## src/rtl/target_pkg.sv

```systemverilog
// rtl/target_pkg.sv - shared FSM state type, LFSR constants and default playfield bounds
// Optional feature macro used by the top: TARGET_AVOID_HEAD_EN
package target_pkg;

  typedef enum logic [1:0] {
    ST_IDLE  = 2'd0,
    ST_GEN   = 2'd1,
    ST_ARMED = 2'd2,
    ST_HIT   = 2'd3
  } state_t;

  localparam int              LFSR_W    = 16;
  // Taps 16,14,13,11 expressed as a mask over bits [15:0]
  localparam logic [LFSR_W-1:0] LFSR_TAPS = 16'hB400;
  localparam logic [LFSR_W-1:0] LFSR_SEED = 16'hACE1;

  localparam int X_MAX_DEF = 160;
  localparam int Y_MAX_DEF = 120;

endpackage

```

## src/rtl/target_lfsr.sv

```systemverilog
// rtl/target_lfsr.sv - free-running 16-bit Fibonacci LFSR; seeded on reset, never reaches zero
module target_lfsr
  import target_pkg::*;
(
  input  logic              CLK,
  input  logic              RESET,
  output logic [LFSR_W-1:0] STATE
);

  logic [LFSR_W-1:0] r_state;
  logic              w_feedback;

  assign w_feedback = ^(r_state & LFSR_TAPS);

  always_ff @(posedge CLK or negedge RESET) begin
    if (!RESET) begin
      r_state <= LFSR_SEED;
    end else begin
      r_state <= {r_state[LFSR_W-2:0], w_feedback};
    end
  end

  assign STATE = r_state;

endmodule

```

## src/rtl/target_generator.sv

```systemverilog
// rtl/target_generator.sv - places pseudo-random targets inside the playfield and flags head hits
// Define TARGET_AVOID_HEAD_EN to also reject candidates equal to the last sampled head position.
module target_generator
  import target_pkg::*;
#(
  parameter int X_MAX = X_MAX_DEF,
  parameter int Y_MAX = Y_MAX_DEF
) (
  input  logic       CLK,
  input  logic       RESET,
  input  logic       GAME_ACTIVE,
  input  logic       HEAD_VALID,
  input  logic [7:0] HEAD_X,
  input  logic [6:0] HEAD_Y,
  output logic [7:0] TARGET_X,
  output logic [6:0] TARGET_Y,
  output logic       TARGET_VALID,
  output logic       REACHED_TARGET
);

  localparam logic [8:0] LP_X_MAX = 9'(X_MAX);
  localparam logic [7:0] LP_Y_MAX = 8'(Y_MAX);

  logic [LFSR_W-1:0] w_lfsr;
  logic [7:0]        w_cand_x;
  logic [6:0]        w_cand_y;
  logic              w_unused_msb;
  logic              w_in_range;
  logic              w_accept;
  logic              w_head_hit;

  state_t            r_state;
  logic [7:0]        r_target_x;
  logic [6:0]        r_target_y;
  logic              r_target_valid;
  logic              r_reached;

  target_lfsr u_lfsr (
    .CLK   (CLK),
    .RESET (RESET),
    .STATE (w_lfsr)
  );

  assign w_cand_x     = w_lfsr[7:0];
  assign w_cand_y     = w_lfsr[14:8];
  assign w_unused_msb = w_lfsr[15];
  assign w_in_range   = ({1'b0, w_cand_x} < LP_X_MAX) && ({1'b0, w_cand_y} < LP_Y_MAX);

`ifdef TARGET_AVOID_HEAD_EN
  logic [7:0] r_head_x;
  logic [6:0] r_head_y;

  always_ff @(posedge CLK or negedge RESET) begin
    if (!RESET) begin
      r_head_x <= '0;
      r_head_y <= '0;
    end else if (HEAD_VALID) begin
      r_head_x <= HEAD_X;
      r_head_y <= HEAD_Y;
    end
  end

  assign w_accept = w_in_range && !((w_cand_x == r_head_x) && (w_cand_y == r_head_y));
`else
  assign w_accept = w_in_range;
`endif

  assign w_head_hit = HEAD_VALID && (HEAD_X == r_target_x) && (HEAD_Y == r_target_y);

  // Outputs are registered alongside the next state so they line up with it.
  always_ff @(posedge CLK or negedge RESET) begin
    if (!RESET) begin
      r_state        <= ST_IDLE;
      r_target_x     <= '0;
      r_target_y     <= '0;
      r_target_valid <= 1'b0;
      r_reached      <= 1'b0;
    end else begin
      r_target_valid <= 1'b0;
      r_reached      <= 1'b0;
      if (!GAME_ACTIVE) begin
        r_state <= ST_IDLE;
      end else begin
        case (r_state)
          ST_IDLE: r_state <= ST_GEN;
          ST_GEN: begin
            if (w_accept) begin
              r_target_x     <= w_cand_x;
              r_target_y     <= w_cand_y;
              r_target_valid <= 1'b1;
              r_state        <= ST_ARMED;
            end
          end
          ST_ARMED: begin
            if (w_head_hit) begin
              r_reached <= 1'b1;
              r_state   <= ST_HIT;
            end else begin
              r_target_valid <= 1'b1;
            end
          end
          ST_HIT:  r_state <= ST_GEN;
          default: r_state <= ST_IDLE;
        endcase
      end
    end
  end

  assign TARGET_X       = r_target_x;
  assign TARGET_Y       = r_target_y;
  assign TARGET_VALID   = r_target_valid;
  assign REACHED_TARGET = r_reached;

endmodule
```

## config.mk

```make
export PLATFORM = sky130hd
export DESIGN_NAME = target_generator
export DESIGN_NICKNAME = d
export VERILOG_FILES = /design/src/rtl/target_pkg.sv /design/src/rtl/target_lfsr.sv /design/src/rtl/target_generator.sv
export SDC_FILE = /design/constraint.sdc
export NUM_CORES = 1
export LEC_CHECK = 0
export CAP_MARGIN = 20
export CORE_MARGIN = 1
export CORE_UTILIZATION = 50
export CTS_BUF_LIST = sky130_fd_sc_hd__clkbuf_8
export CTS_CLUSTER_DIAMETER = 30
export DETAILED_ROUTE_END_ITERATION = 7
export GPL_ROUTABILITY_DRIVEN = 0
export PLACE_DENSITY = 0.78
export SYNTH_ARGS = -nofsm -noshare
export SYNTH_HDL_FRONTEND = slang
export SYNTH_SLANG_ARGS = --single-unit
```

## constraint.sdc

```tcl
create_clock -name CLK -period 1.9 [get_ports CLK]
set_input_delay 0.38 -clock CLK [delete_from_list [all_inputs] [get_ports CLK]]
set_output_delay 0.38 -clock CLK [all_outputs]
set_load 0.02 [all_outputs]
```

# == Yosys cells after proc, flatten, opt, wreduce, memory -nomap -nowiden ==
# Cells that the tools add are included.
# classes
n_addsub,0
multipliers,0
n_div,0
order_cmp,2
n_eq_ne,7
shift,0
mux,11
bitwise,0
reduce_logical,8
# ops
op,n
$reduce_xor 16->1,1
$eq 8x8->1,1
$lt 8x8->1 const B,1
$eq 7x7->1,1
$lt 7x7->1 const B,1
$mux 1,6
$mux 2,3
$ne 3x3->1 const B,2
$pmux 2 s3,1
$eq 2x2->1 const B,2
$logic_and 1x1->1,3
$reduce_and 3->1,1
$eq 2x1->1 const B,1
$logic_not 2->1,1
$pmux 1 s2,1
$reduce_and 2->1,1
$reduce_or 2->1,1
# word_totals
ff_bits,35
latchBits,0
ramBits,0
romBits,0
input_bits,19
word_cells,34
mem_count,0

# == Depth between registers and ports, before layout ==
# depth
depth_word,6
mapped_depth,5

# == By module ==
# A second synthesis with hierarchy kept.
# unflattened
hier_cells,98
area_unflattened_um2,1477.7
# modules_own_cells
module,instances,cells_per_inst,area_per_inst_um2,seq_area_each_um2
target_generator,1,79,1041.0,475.5
target_lfsr,1,19,436.7,410.4

# == Worst setup path before layout ==
# No wires, ideal clock.
# synth_timing
path_type,flip-flop to flip-flop
start,register r_target_x[2] (netlist: TARGET_X[2])
end,register r_state[0]
setup_time_ps,124
t_arrival_ps,1396
required_ps,1776
slack_ps,380
stages_incl_launch_ff,6
path_buffers,0
path_cell_list,dfrtp_1 > xnor2_1 > nand4_1 > nor4_1 > nor3_1 > a211o_1
# synth_via
elab_chain_len,5
# synth_lines
item,line,text
from (decl),target_generator.sv:33,logic [7:0] r_target_x;
from (signal assigned),target_generator.sv:88,r_target_x <= w_cand_x;
$eq 8x8->1,target_generator.sv:68,assign w_head_hit = HEAD_VALID && (HEAD_X == r_target_x) && (HEAD_Y == r_target_y);
$logic_and 1x1->1 (2 in series),target_generator.sv:68,
$ne 3x3->1 (no line),--,
$reduce_and 2->1 (no line),--,
to (signal assigned),target_generator.sv:73,r_state <= ST_IDLE;
to (signal assigned),target_generator.sv:82,r_state <= ST_IDLE;
to (signal assigned),target_generator.sv:85,ST_IDLE: r_state <= ST_GEN;
to (decl),target_generator.sv:32,state_t r_state;
# Every way passes these cells.
# A chain may end at the register's enable or synchronous reset.

# == Worst setup path after layout ==
# layout_timing
start,input HEAD_Y[3]
end,register r_state[0]
# layout_via
elab_chain_len,4
# layout_lines
item,line,text
from (decl),target_generator.sv:14,"input logic [6:0] HEAD_Y,"
$eq 7x7->1,target_generator.sv:68,
$logic_and 1x1->1,target_generator.sv:68,
$ne 3x3->1 (no line),--,
$reduce_and 2->1 (no line),--,
# Every way passes these cells.

==> flow_summary.ini <==
[setup_path]
r2r_cells = 6
worstReg2RegEnd = r_state[0]
r2r_start = TARGET_X[4]
critical_path_class = in2reg
ff2ff_setup_slack_ns = 0.25
crit_arrival_ns = 1.91
endpoint_kind = register
startpoint_type = input pin
crit_fanout = 3
cp.required_ns = 2.07

[sta]
finalHoldViolations = 0
tightest_slew_ns = 0.424
rsz0062_at_grt = no
period_share = 0.916
slew_viol_final = 0
max_slew_margin = 0.717
fmax_mhz = 575
fin_crit_ns = 1.74
setup_tns_ns = 0
finClkSkew_ns = 0.00561
setup_ws_ns = 0.160
finalSetupViolCount = 0

[power]
pwr_density_cell_nw_per_um2 = 850
clkPwrFrac = 0.352
power_frac_seq = 0.467
combinationalPowerShare = 0.181
leakage_nw = 0.890
switchingPower_w = 0.000439
total_power_w = 0.00169
intPower_w = 0.00125
p_sw_frac = 0.260
peakVddDrop_mv = 0.780

[global_routing]
grt_pass1_wl_mm = 4.82
grt-ovfl-total = 0
grt_max_degree = 36
grt_pass1_vias = 969
grt_use_total = 0.211
antenna_found_initial = 0

[place]
io_buffers = 35
detailedPlace.worstSlack_ns = -0.132
dp_cells = 169
dpl_cell_area_um2 = 1890
post-dp-hpwl_mm = 2.16

[finish]
num-nets-final = 167
antenna-diode-count = 0
final_cell_mix = clkdlybuf4s50_1 (35), dfrtp_1 (27), xnor2_1 (17)
synthToLayoutAreaGrowth_pct = 34.6
design_area_um2 = 1990
final_layout_size_suffix_gt1_frac = 0.253
layout_commonest_cell = clkdlybuf4s50_1
layout.cells.non_filler = 177

[hold_path]
worstHoldEndpoint = u_lfsr.STATE[7]
hp-class = reg2reg
hp-start = u_lfsr.STATE[6]
hold_path_depth = 0

[clocking]
clk_pin_slew_ns = 0.07
insertion_delay_ns = 0.29
cts_root_buffer = clkbuf_8
numCtsBuffers = 5
cts_resized = 0
cts_tree = yes
post-cts-setup-buffers = 0
clk_path_buf_depth = 2
htreeDepth = 2
clock_sinks = 35
cts_hold_buffers = 0

[detailed_routing]
routed_wl_mm = 2.93
drt_iter0_markers = 18
vias = 960
wl_per_cell_um = 16.6
avgViaCountPerCell = 5.42
ant_nets = 0
drc_errors = 0
drt-pass1-iter-count = 4

[synthesis]
synthCells = 100
ys_ff_latch = 35
yosysUniqueCellTypes = 24
ys_seq_area_frac = 0.599
yosys.area.top_type = dfrtp_1
ys_top_cells_by_area = dfrtp_1 (46%), dfstp_2 (14%), mux2_4 (10%)
yosysWarnings = 0
syn_area_um2 = 1480
synth_nets = 122
synth_top_area_share = 0.457
syn_avg_cell_area_um2 = 14.8

[floorplan]
core_um2 = 2780
die_y_um = 56.4
fp.dieW_um = 56.4
start_util = 0.531
io_pins = 36
rows = 19
die-area_um2 = 3180

[job]
cap_violations = 0

[run_status]
outcome = finished, final reports clean
## sequential cells by signal, summed over array words and instances (netlist names)
| name | cells |
|---|---|
| r_state | 2 |
| TARGET_X | 8 |
| u_lfsr.STATE | 16 |
| TARGET_Y | 7 |
| REACHED_TARGET | 1 |
| TARGET_VALID | 1 |
## cell usage after synthesis, drive strengths merged
| master | instances |
|---|---|
| nor3b | 1 |
| dfstp | 8 |
| mux2 | 15 |
| nand3 | 1 |
| o21a | 1 |
| a211o | 2 |
| nor2 | 2 |
| a21oi | 1 |
| nor3 | 2 |
| buf | 1 |
| nor4 | 1 |
| xnor2 | 17 |
| nor2b | 1 |
| dfrtp | 27 |
| nand2 | 2 |
| and3 | 2 |
| nand4 | 6 |
| nand2b | 2 |
| a41oi | 1 |
| or4 | 1 |
| xor2 | 1 |
| ha | 3 |
| inv | 2 |
## final cells by class
| cell class | count | area [µm²] |
|---|---|---|
| well taps | 31 | 38.8 |
| repair buffers | 39 | 380 |
| inverters | 2 | 7.51 |
| multi-input cells | 62 | 573 |
| clock buffers | 7 | 96.3 |
| clock inverters | 1 | 7.51 |
| fillers | 200 | 792 |
| flip-flops and latches | 35 | 886 |
## metal layers
layer / track usage / part of all wire
met3: 0.0622 / 0.053
met4: 0.0836 / 0.017
met5: 0 / 0
met2: 0.340 / 0.52
met1: 0.269 / 0.41
## worst max-delay path by stage
stage                           start    endpoint  cells after the start
after floorplan           TARGET_X[2]  r_state[0]                      5
after global placement      HEAD_X[1]  r_state[0]                      7
after detailed placement    HEAD_Y[0]  r_state[1]                      7
after CTS                   HEAD_X[4]  r_state[0]                      7
after global routing        HEAD_X[5]  r_state[1]                      7
final                       HEAD_Y[3]  r_state[0]                      7
## stage by stage
step	hold slack, ns	utilization
after floorplan	0.0844	-
after global placement	0.357	0.678
after global routing	0.382	0.715
final	0.380	0.715
after CTS	0.382	0.715
after detailed placement	0.365	0.678
## worst max-delay path: stages
cell	delay (ns)
clkdlybuf4s50_1	0.49
xnor2_1	0.13
nand4_1	0.13
nor4_1	0.32
buf_4	0.18
nor3_1	0.05
a211o_1	0.23
## power groups by stage
stage	combinational [W]	clock [W]	sequential, W
final	0.000306	0.000595	0.000789
after global routing	0.000336	0.000635	0.000791
after CTS	0.000308	0.000608	0.000788
after detailed placement	0.000304	0	0.000802
after global placement	0.000288	0	0.000799
after floorplan	0.000182	0	0.000805
## cell families after synthesis
| group | share of synthesized area |
|---|---|
| mux | 0.140 |
| fa+ha+maj | 0.0254 |
| simple gates | 0.0847 |
| flops | 0.599 |
| buf+inv | 0.0127 |
| xor+xnor | 0.107 |
| compound gates | 0.0313 |
(Power assumes the default switching activity.)
